===== src/rtl/pattern_round_ctrl_if.sv =====
// Bus between the round sequencer and its neighbours: pattern generator,
// display driver and key debouncer. The master modport is the controller side.
interface pattern_round_ctrl_if #(
    parameter int NUM_SYM = 9
);
    logic                   start;
    logic [2*NUM_SYM-1:0]   pattern;
    logic                   pattern_valid;
    logic                   show_valid;
    logic [1:0]             show_sym;
    logic [3:0]             show_idx;
    logic                   in_valid;
    logic [1:0]             in_sym;
    logic                   await_input;
    logic                   busy;
    logic                   done;
    logic                   pass;
    logic [3:0]             score;
    logic                   timed_out;

    modport master (
        input  start, pattern, pattern_valid, in_valid, in_sym,
        output show_valid, show_sym, show_idx, await_input,
               busy, done, pass, score, timed_out
    );

    modport slave (
        output start, pattern, pattern_valid, in_valid, in_sym,
        input  show_valid, show_sym, show_idx, await_input,
               busy, done, pass, score, timed_out
    );
endinterface


===== src/rtl/pattern_round_ctrl.sv =====
// Memory-game round sequencer: latch pattern, play it, then check presses.
// Define TIMEOUT_EN to end the input phase after TIMEOUT_CYCLES idle cycles.
module pattern_round_ctrl #(
    parameter int NUM_SYM        = 9,
    parameter int SHOW_CYCLES    = 25000000,
    parameter int GAP_CYCLES     = 12500000,
    parameter int TIMEOUT_CYCLES = 250000000
) (
    input  logic                 clk,
    input  logic                 reset_n,
    pattern_round_ctrl_if.master bus
);
    localparam int PW       = 2 * NUM_SYM;
    localparam int MAX_SG   = (SHOW_CYCLES > GAP_CYCLES) ? SHOW_CYCLES : GAP_CYCLES;
    localparam int MAX_CYC  = (MAX_SG > TIMEOUT_CYCLES) ? MAX_SG : TIMEOUT_CYCLES;
    localparam int TW       = (MAX_CYC > 1) ? $clog2(MAX_CYC) : 1;
    localparam logic [3:0] LAST_IDX = 4'(NUM_SYM - 1);

    typedef enum logic [2:0] {IDLE, WAIT_PAT, SHOW, GAP, INPUT, RESULT} state_t;

    state_t          state, state_n;
    logic [PW-1:0]   pat_q, pat_n;
    logic [3:0]      idx, idx_n;
    logic [TW-1:0]   timer, timer_n;
    logic [3:0]      score_q, score_n;
    logic            pass_q, pass_n;
    logic            timed_q, timed_n;
    logic [1:0]      show_sym_q;
    logic            show_valid_q, await_q, busy_q, done_q;

    function automatic logic [1:0] sym_at(input logic [PW-1:0] p, input logic [3:0] i);
        return p[{i, 1'b0} +: 2];
    endfunction

    always_comb begin
        state_n = state;
        pat_n   = pat_q;
        idx_n   = idx;
        timer_n = timer;
        score_n = score_q;
        pass_n  = pass_q;
        timed_n = timed_q;
        case (state)
            IDLE: begin
                if (bus.start) begin
                    state_n = WAIT_PAT;
                    pass_n  = 1'b0;
                    score_n = '0;
                    timed_n = 1'b0;
                end
            end
            WAIT_PAT: begin
                if (bus.pattern_valid) begin
                    pat_n   = bus.pattern;
                    idx_n   = '0;
                    timer_n = '0;
                    state_n = SHOW;
                end
            end
            SHOW: begin
                if (timer == TW'(SHOW_CYCLES - 1)) begin
                    timer_n = '0;
                    state_n = GAP;
                end else begin
                    timer_n = timer + 1'b1;
                end
            end
            GAP: begin
                if (timer == TW'(GAP_CYCLES - 1)) begin
                    timer_n = '0;
                    if (idx == LAST_IDX) begin
                        idx_n   = '0;
                        state_n = INPUT;
                    end else begin
                        idx_n   = idx + 4'd1;
                        state_n = SHOW;
                    end
                end else begin
                    timer_n = timer + 1'b1;
                end
            end
            INPUT: begin
                // A press always wins over a timer expiring in the same cycle.
                if (bus.in_valid) begin
                    timer_n = '0;
                    if (bus.in_sym != 2'd3 && bus.in_sym == sym_at(pat_q, idx)) begin
                        score_n = score_q + 4'd1;
                        if (idx == LAST_IDX) begin
                            pass_n  = 1'b1;
                            state_n = RESULT;
                        end else begin
                            idx_n = idx + 4'd1;
                        end
                    end else begin
                        pass_n  = 1'b0;
                        state_n = RESULT;
                    end
                end
`ifdef TIMEOUT_EN
                else if (timer == TW'(TIMEOUT_CYCLES - 1)) begin
                    pass_n  = 1'b0;
                    timed_n = 1'b1;
                    state_n = RESULT;
                end else begin
                    timer_n = timer + 1'b1;
                end
`endif
            end
            RESULT:  state_n = IDLE;
            default: state_n = IDLE;
        endcase
    end

    // Status outputs are registered from the next-state decode so they line up with the state.
    always_ff @(posedge clk) begin
        if (!reset_n) begin
            state        <= IDLE;
            pat_q        <= '0;
            idx          <= '0;
            timer        <= '0;
            score_q      <= '0;
            pass_q       <= 1'b0;
            timed_q      <= 1'b0;
            show_sym_q   <= '0;
            show_valid_q <= 1'b0;
            await_q      <= 1'b0;
            busy_q       <= 1'b0;
            done_q       <= 1'b0;
        end else begin
            state        <= state_n;
            pat_q        <= pat_n;
            idx          <= idx_n;
            timer        <= timer_n;
            score_q      <= score_n;
            pass_q       <= pass_n;
            timed_q      <= timed_n;
            show_valid_q <= (state_n == SHOW);
            await_q      <= (state_n == INPUT);
            busy_q       <= (state_n != IDLE);
            done_q       <= (state_n == RESULT);
            if (state_n == SHOW) begin
                show_sym_q <= sym_at(pat_n, idx_n);
            end
        end
    end

    assign bus.show_valid  = show_valid_q;
    assign bus.show_sym    = show_sym_q;
    assign bus.show_idx    = idx;
    assign bus.await_input = await_q;
    assign bus.busy        = busy_q;
    assign bus.done        = done_q;
    assign bus.pass        = pass_q;
    assign bus.score       = score_q;
    assign bus.timed_out   = timed_q;
endmodule


===== src/flat_wrapper.sv =====
// flat-port wrapper written by rule: the top's interface ports become plain ports
module pattern_round_ctrl_flat 
#(
    parameter int NUM_SYM        = 9,
    parameter int SHOW_CYCLES    = 25000000,
    parameter int GAP_CYCLES     = 12500000,
    parameter int TIMEOUT_CYCLES = 250000000
)
  (clk, reset_n, bus_start, bus_pattern, bus_pattern_valid, bus_in_valid, bus_in_sym, bus_show_valid, bus_show_sym, bus_show_idx, bus_await_input, bus_busy, bus_done, bus_pass, bus_score, bus_timed_out);
  pattern_round_ctrl_if #(.NUM_SYM(NUM_SYM)) bus_i ();
  input  logic clk;
  input  logic reset_n;
  input wire logic [$bits(bus_i.start)-1:0] bus_start;
  input wire logic [$bits(bus_i.pattern)-1:0] bus_pattern;
  input wire logic [$bits(bus_i.pattern_valid)-1:0] bus_pattern_valid;
  input wire logic [$bits(bus_i.in_valid)-1:0] bus_in_valid;
  input wire logic [$bits(bus_i.in_sym)-1:0] bus_in_sym;
  output wire logic [$bits(bus_i.show_valid)-1:0] bus_show_valid;
  output wire logic [$bits(bus_i.show_sym)-1:0] bus_show_sym;
  output wire logic [$bits(bus_i.show_idx)-1:0] bus_show_idx;
  output wire logic [$bits(bus_i.await_input)-1:0] bus_await_input;
  output wire logic [$bits(bus_i.busy)-1:0] bus_busy;
  output wire logic [$bits(bus_i.done)-1:0] bus_done;
  output wire logic [$bits(bus_i.pass)-1:0] bus_pass;
  output wire logic [$bits(bus_i.score)-1:0] bus_score;
  output wire logic [$bits(bus_i.timed_out)-1:0] bus_timed_out;
  assign bus_i.start = bus_start;
  assign bus_i.pattern = bus_pattern;
  assign bus_i.pattern_valid = bus_pattern_valid;
  assign bus_i.in_valid = bus_in_valid;
  assign bus_i.in_sym = bus_in_sym;
  assign bus_show_valid = bus_i.show_valid;
  assign bus_show_sym = bus_i.show_sym;
  assign bus_show_idx = bus_i.show_idx;
  assign bus_await_input = bus_i.await_input;
  assign bus_busy = bus_i.busy;
  assign bus_done = bus_i.done;
  assign bus_pass = bus_i.pass;
  assign bus_score = bus_i.score;
  assign bus_timed_out = bus_i.timed_out;
  pattern_round_ctrl #(.NUM_SYM(NUM_SYM), .SHOW_CYCLES(SHOW_CYCLES), .GAP_CYCLES(GAP_CYCLES), .TIMEOUT_CYCLES(TIMEOUT_CYCLES)) u_core (.clk(clk), .reset_n(reset_n), .bus(bus_i));
endmodule

===== config.mk =====
export PLATFORM = sky130hd
export DESIGN_NAME = pattern_round_ctrl_flat
export DESIGN_NICKNAME = d
export VERILOG_FILES = /design/src/rtl/pattern_round_ctrl_if.sv /design/src/rtl/pattern_round_ctrl.sv /design/src/flat_wrapper.sv
export SDC_FILE = /design/constraint.sdc
export NUM_CORES = 1
export LEC_CHECK = 0
export ABC_AREA = 1
export CAP_MARGIN = 20
export CORE_ASPECT_RATIO = 0.5
export CORE_MARGIN = 2
export CORE_UTILIZATION = 40
export DETAILED_ROUTE_END_ITERATION = 7
export GPL_ROUTABILITY_DRIVEN = 0
export SLEW_MARGIN = 0
export SYNTH_ARGS = -nofsm -noshare
export SYNTH_HDL_FRONTEND = slang
export SYNTH_SLANG_ARGS = --single-unit

===== constraint.sdc =====
create_clock -name clk -period 4.9 [get_ports clk]
set_clock_uncertainty 0.1 [all_clocks]
set_input_delay 0.98 -clock clk [delete_from_list [all_inputs] [get_ports clk]]
set_output_delay 0.98 -clock clk [all_outputs]
set_load 0.02 [all_outputs]

# --- After elaboration in Yosys (flattened, before gate mapping) ---
# Cells that the tools add are included.
totals:
  regBits: 64
  in_bits: 25
  wordCells: 73
op_classes:
  add_sub_neg: 3
  n_eq_ne: 17
  shift: 2
  muxes: 32
  reduce_logical: 8
ops:
  columns: ["operator", "n"]
  rows:
  - ["28-bit 2-to-1 mux", 4]
  - ["28-bit one-hot mux with 4 select lines", 1]
  - ["18-bit 2-to-1 mux", 2]
  - ["4-bit 2-to-1 mux", 9]
  - ["18-bit by 6-bit indexed part select with 2-bit output", 2]
  - ["28-bit by 1-bit adder with 28-bit output, second input constant", 1]
  - ["28-bit by 24-bit equality test with 1-bit output, second input constant", 1]
  - ["28-bit by 25-bit equality test with 1-bit output, second input constant", 1]
  - ["3-bit 2-to-1 mux", 8]
  - ["3-bit one-hot mux with 5 select lines", 1]
  - ["4-bit one-hot mux with 3 select lines", 1]
  - ["3-bit by 2-bit equality test with 1-bit output, second input constant", 3]
  - ["3-bit equality test, second input constant", 3]
  - ["4-bit by 1-bit adder with 4-bit output, second input constant", 2]
  - ["2-bit inequality test, second input constant", 4]
  - ["4-bit one-hot mux with 2 select lines", 1]
  - ["4-bit AND reduction", 2]
  - ["4-bit equality test, second input constant", 1]
  - ["1-bit 2-to-1 mux", 4]
  - ["4-bit nonzero test", 1]
  - ["3-bit by 1-bit equality test with 1-bit output, second input constant", 1]
  - ["3-bit zero test", 1]
  - ["3-bit by 2-bit inequality test with 1-bit output, second input constant", 1]
  - ["3-bit AND reduction", 1]
  - ["other kinds (6)", 6]

# --- Depth between registers and ports, before layout ---
# Gate-level depths: netlist (run 1).
depth:
  depth_word: 7
  ltp_mapped: 20
  ltp_nobuf: 20

# --- Least setup slack after synthesis (run 1) ---
# Ideal clock, no wire load.
synth_path:
  kind: "input-to-reg"
  startpoint: "input port bus_pattern_valid"
  endpoint: "register u_core.timer[25]"
  setup_ns: 0.070
  arrival_time_ns: 2.211
  path_slack_ns: 2.519
  path_stages: 12
  path_buffers: 1
  path_cell_list: "nor4_1 > inv_1 > o21ai_1 > nand2_2 > o21ai_4 > inv_2 > nand2_1 > nand2_2 > inv_1 > buf_2 > o21ai_0 > a21oi_1"
synth_via:
  elab_chain_len: 2
synth_lines:
  columns: ["element", "line", "rtl"]
  rows:
  - ["from (decl)", "flat_wrapper.sv:15", "input wire logic [$bits(bus_i.pattern_valid)-1:0] bus_pattern_valid;"]
  - ["2-bit inequality test (no line)", null, null]
  - ["3-bit AND reduction (no line)", null, null]
  - ["to (signal assigned)", "pattern_round_ctrl.sv:133", "timer <= timer_n;"]
  - ["to (decl)", "pattern_round_ctrl.sv:24", "logic [TW-1:0] timer, timer_n;"]
# No other way between the ends.
# A chain may end at the register's enable or synchronous reset.

# --- Final worst setup path (run 1) ---
layout_path:
  startpoint: "input port bus_pattern_valid"
  endpoint: "register u_core.timer[16]"
# The elaborated chain is that of the path after synthesis.

==> flow_summary.json, run 1 <==
{
  "grt_overflow": 0,
  "core-area_sq_um": 9353,
  "synthesis.area_sq_um": 3822,
  "end_kind": "flip-flop",
  "drc": 0,
  "slew-limit-headroom_pct": 40.17,
  "dr.pass1.iters": 4,
  "max_clock_freq_ghz": 0.3184,
  "detail-route-antenna-nets": 0,
  "drive_gt1_share_pct": 11.53,
  "synth_cell_types": 49,
  "path_max_fanout": 17,
  "ys.flop_type": "dfxtp_1",
  "die_area_sq_um": 10400,
  "rows": 25,
  "cts-root-buf": "clkbuf_16",
  "hold_start": "u_core.timer[19]",
  "cts_tree": "done",
  "cts_sinks": 64,
  "cts_setup_buffers": 0,
  "cp.arrival_ns": 3.31,
  "cap_violations": 0,
  "ys_seq_area_share_pct": 33.52,
  "ff2ff_path_depth": 14,
  "hp-class": "reg -> reg",
  "clk_pin_slew_ns": 0.05,
  "p_per_area_nw_per_um2": 297.1,
  "hpwl_mm": 6.804,
  "die_h_um": 73.13,
  "p_leak_nw": 1.929,
  "clk_latency_ns": 0.33,
  "clock_path_buffers": 2,
  "max_slew.worst_pin.slew_ns": 0.8964,
  "cts_made_buffers": 9,
  "grt_pass1_wl_mm": 15.95,
  "initial_utilization_pct": 40.87,
  "detail_route.iter0.violations": 176,
  "period_share_pct": 64.10,
  "fill_cells": 927,
  "rsz0062_at_grt": "no",
  "htreeDepth": 3,
  "syn_area_per_cell_sq_um": 6.765,
  "grt_max_degree": 34,
  "cp_data_required_time_ns": 5.07,
  "io_buffers": 39,
  "fin_crit_ns": 3.141,
  "hold_buffers": 0,
  "fin_nets": 632,
  "startpoint_type": "input port",
  "hold_viol_final": 0,
  "critPathCapture": "u_core.timer[16]",
  "syn_nets": 595,
  "grt_pass1_vias": 3482,
  "startpoint": "bus_pattern_valid",
  "rr_startpoint": "u_core.bus.show_idx[0]",
  "tns_ns": 0,
  "path_class": "in -> reg",
  "antenna_found_initial": 0,
  "yosysWarnings": 0,
  "routed_wl_mm": 9.273,
  "outcome": "finished, final reports clean",
  "regToRegSetupSlack_ns": 1.99,
  "grt_use_total_pct": 19.52,
  "synth-seq-cells": 64,
  "setup_viol": 0,
  "synth-edff-count": 0,
  "r2r_end": "u_core.bus.show_sym[0]",
  "async_flop_share_pct": 0,
  "slew_viol_final": 0,
  "post_drt_wl_per_cell_um": 12.74,
  "syn_inst": 565,
  "most-common-layout-cells": "101 x inv_1, 101 x nand2_1, 64 x dfxtp_1",
  "viasPerCell": 4.916,
  "fp.dieW_um": 142.2,
  "pin_count": 41,
  "ctsResizeCount": 0,
  "total_power_mw": 1.371,
  "vias": 3579,
  "antenna_cells": 0,
  "area_growth_pct": 20.72,
  "vdd_drop_max_mv": 0.1628
}
## how the worst min path moves through the flow
stage / end / slack (ns) / cells after the start
2_1_floorplan: u_core.timer[19] / 0.34 / 2
3_3_place_gp: u_core.timer[19] / 0.36 / 2
3_5_place_dp: u_core.timer[19] / 0.36 / 2
4_1_cts: u_core.timer[19] / 0.37 / 2
5_1_grt: u_core.timer[19] / 0.41 / 2
6_report: u_core.timer[19] / 0.37 / 2
## critical path, cell delays in order
cell	delay, ns
clkdlybuf4s50_1	0.44
nor4_1	0.18
inv_1	0.09
o21ai_1	0.17
nand2_2	0.12
o21ai_4	0.22
inv_2	0.14
nand2_1	0.11
nand2_2	0.18
inv_1	0.38
o21ai_0	0.15
a21oi_1	0.13
## cell families (layout without fill, tap and decap cells)
logic type | Yosys count | count (layout) | synth area share, %
buffers and inverters | 124 | 166 | 12.86
DFF | 64 | 64 | 33.52
and+or+nand+nor | 282 | 282 | 37.64
xor gates and xnor gates | 4 | 4 | 0.9167
other | 1 | 1 | 0.09811
AOI/OAI and AO/OA | 85 | 85 | 13.32
adders and majority gates | 5 | 5 | 1.637
## final cells by class
class                           count  area, sq um  area share (%)
Multi-Input combinational cell    377         2049           44.41
Sequential cell                    64         1281           27.77
Inverter                          110        415.4           9.002
Timing Repair Buffer               40        397.9           8.623
Clock buffer                       14        284.0           6.155
Tap cell                          121        151.4           3.281
Clock inverter                      2        35.03          0.7592
## flip-flops by register name (all words and copies together) (netlist names)
signal and cells:
u_core.timer 28, u_core.pat_q 18, u_core.bus.score 4, u_core.bus.show_idx 4, u_core.state 3, u_core.bus.show_sym 2, u_core.bus.await_input 1, u_core.bus.busy 1
u_core.bus.done 1, u_core.bus.pass 1, u_core.bus.show_valid 1
## routing by layer
| metal | wire [um] | track usage [%] | vias to the layer above |
|---|---|---|---|
| met5 | 0 | 0 | - |
| met4 | 130 | 6.778 | 0 |
| met3 | 465 | 5.184 | 16 |
| met2 | 4143 | 33.12 | 65 |
| met1 | 4533 | 24.36 | 1604 |
| li1 | - | - | 1894 |
## synthesized netlist by cell type, drive strengths merged, types with 5 or more instances
master	count	share of area, %
nand2	111	12
inv	110	11
nor2	67	7.6
dfxtp	64	34
nand3	50	7.8
o21ai	44	6.4
a21oi	28	4.1
nor3	21	3.6
nand4	19	3.5
nor4	8	2.3
buf	7	1.3
clkbuf	7	0.72
ha	5	1.6
## metrics by stage
stage	area (sq um)	hold WS [ns]	utilization [%]	cells	worst slack, ns
2_1_floorplan	3822	0.3384	-	565	2.519
3_3_place_gp	4295	0.3580	45.93	712	1.500
3_5_place_dp	4295	0.3642	45.93	712	1.433
4_1_cts	4614	0.3719	49.34	728	1.783
5_1_grt	4614	0.4053	49.34	728	1.488
6_report	4614	0.3656	49.34	728	1.759
## report_power, final
part           internal (mW)  switching, mW
sequential             0.535        0.00650
combinational         0.0578         0.0962
clock                  0.448          0.228
(Power assumes the default switching activity.)
==> run 2, diff against run 1 <==
- clock period: 4.9 -> 3.1 ns (I/O delays scaled with it)
==> run 2 against run 1 <==
Global-route usage rose by 0.42 points. Register-to-register slack lost 1.5 ns. Total power increased by 54%. Flip-flop and latch count unchanged. Clock power is 48% higher. Critical path depth rose by 2. Highest routed layer unchanged. Worst hold slack improved by 0.0062 ns. Final cell count increased by 1.1%. Sequential power is 58% higher. Die area unchanged. Worst setup slack lost 1.3 ns.
==> flow_summary.json, run 2 (synthesized netlist as in run 1, its figures left out) <==
{
  "outcome": "finished, final reports clean",
  "antenna_cells": 0,
  "cp_slowest_stage_delay_ns": 0.37,
  "hold_buffers": 0,
  "dr.pass1.iters": 4,
  "htreeDepth": 3,
  "max_clock_freq_ghz": 0.3800,
  "grt_pass1_vias": 3472,
  "period_share_pct": 84.90,
  "clk_pin_slew_ns": 0.05,
  "setup_viol": 0,
  "crit_family": "simple AND/OR/NAND/NOR gates",
  "post_drt_wl_per_cell_um": 12.70,
  "detail-route-antenna-nets": 0,
  "vdd_drop_max_mv": 0.2567,
  "dp.cells": 721,
  "fin_crit_ns": 2.632,
  "holdWs_ns": 0.3719,
  "hold_viol_final": 0,
  "cp_data_required_time_ns": 3.27,
  "path_common_cell": "nand3_1",
  "cts_setup_buffers": 0,
  "clk_latency_ns": 0.34,
  "slew_viol_final": 0,
  "worstPathCellList": "ha_1 -> nand2_2 -> nor2_4 -> nand3_2 -> nor4_2 -> buf_4 -> a21oi_1 -> o21ai_4 -> nand3_4 -> nand2_1 -> nand3_1 -> nand3_1 -> nand3_1 -> a21oi_2",
  "critPathSlowestCell": "dfxtp_1",
  "grt_overflow": 0,
  "p_per_area_nw_per_um2": 453.0,
  "most-common-layout-cells": "101 x inv_1, 101 x nand2_1, 64 x dfxtp_1",
  "largest_register": "u_core.timer",
  "area_growth_pct": 22.00,
  "ctsResizeCount": 0,
  "vias": 3606,
  "cts_made_buffers": 9,
  "routed_wl_mm": 9.347,
  "cts_sinks": 64,
  "grt_pass1_wl_mm": 16.13,
  "initial_utilization_pct": 40.87,
  "end_kind": "flip-flop",
  "drive_gt1_share_pct": 12.68,
  "io_buffers": 39,
  "cts_tree": "done",
  "path_class": "reg -> reg",
  "path_max_fanout": 11,
  "reg_top3": "u_core.timer: 28 flops, u_core.pat_q: 18 flops",
  "max_slew.worst_pin.slew_ns": 0.5315,
  "cts-root-buf": "clkbuf_16",
  "viasPerCell": 4.899,
  "largest_reg_flops": 28,
  "drc": 0,
  "rsz0062_at_grt": "no",
  "startpoint_type": "flip-flop",
  "layoutNonFillerInstCount": 736,
  "die_area_sq_um": 10400,
  "cp.arrival_ns": 2.80,
  "hp-class": "reg -> reg",
  "clock_path_buffers": 2,
  "grt_use_total_pct": 19.95,
  "antenna_found_initial": 0,
  "tns_ns": 0,
  "pin_count": 41,
  "detail_route.iter0.violations": 154,
  "crit_buf_inv": 1,
  "cap_violations": 0,
  "fp.dieW_um": 142.2,
  "core-area_sq_um": 9353,
  "final_util_pct": 49.86,
  "p_leak_nw": 1.963,
  "slew-limit-headroom_pct": 64.46,
  "grt_max_degree": 33,
  "die_h_um": 73.13,
  "fin_nets": 641,
  "rows": 25,
  "total_power_mw": 2.112,
  "hpwl_mm": 6.937
}
## run 2: cell count changes in the layout (fill, tap and decap cells not counted)
cell      change
buf_4         +8
clkbuf_8      -3
clkinv_2      +2
buf_12        +1
## run 2: power breakdown
group	internal (mW)	switching [mW]
combinational	0.102	0.156
sequential	0.845	0.0101
clock	0.635	0.365
## run 2: worst reg2reg max path: cells and delay by family, from the launching register on
kind                     cells  cell delay, ns
AND/OR/NAND/NOR              9            1.22
adder cells (fa/ha/maj)      1            0.20
buffers and inverters        1            0.25
AO/OA/AOI/OAI                3            0.41
flip-flops                   1            0.37
## run 2: worst paths after layout
kind               startpoint                endpoint  slack [ns]  cells after the start
max           u_core.timer[0]  u_core.bus.show_sym[1]        0.47                     14
min          u_core.timer[27]        u_core.timer[27]        0.37                      2
max reg2reg   u_core.timer[0]  u_core.bus.show_sym[1]        0.47                     14
min reg2reg  u_core.timer[27]        u_core.timer[27]        0.37                      2
## run 2: layout make-up
type | instances | area (sq um)
timing repair buffer | 49 | 478.0
sequential | 64 | 1281
fill | 961 | 4690
multi-input combinational | 377 | 2049
tap | 121 | 151.4
clock buffer | 11 | 242.7
inverter | 110 | 415.4
clock inverter | 4 | 45.04
## run 2: per-stage QoR
step	worst slack, ns	area [sq um]
6_report	0.4681	4663
5_1_grt	0.2650	4663
4_1_cts	0.4487	4663
3_5_place_dp	0.2394	4375
3_3_place_gp	0.3338	4375
2_1_floorplan	0.8417	3822
## run 2: metal layers
layer,part of all wire (%),track usage (%),vias up
met5,0,0,-
met3,3.9,5.709,12
met4,1.5,7.333,0
met1,49,24.56,1628
li1,-,-,1917
met2,46,33.76,49
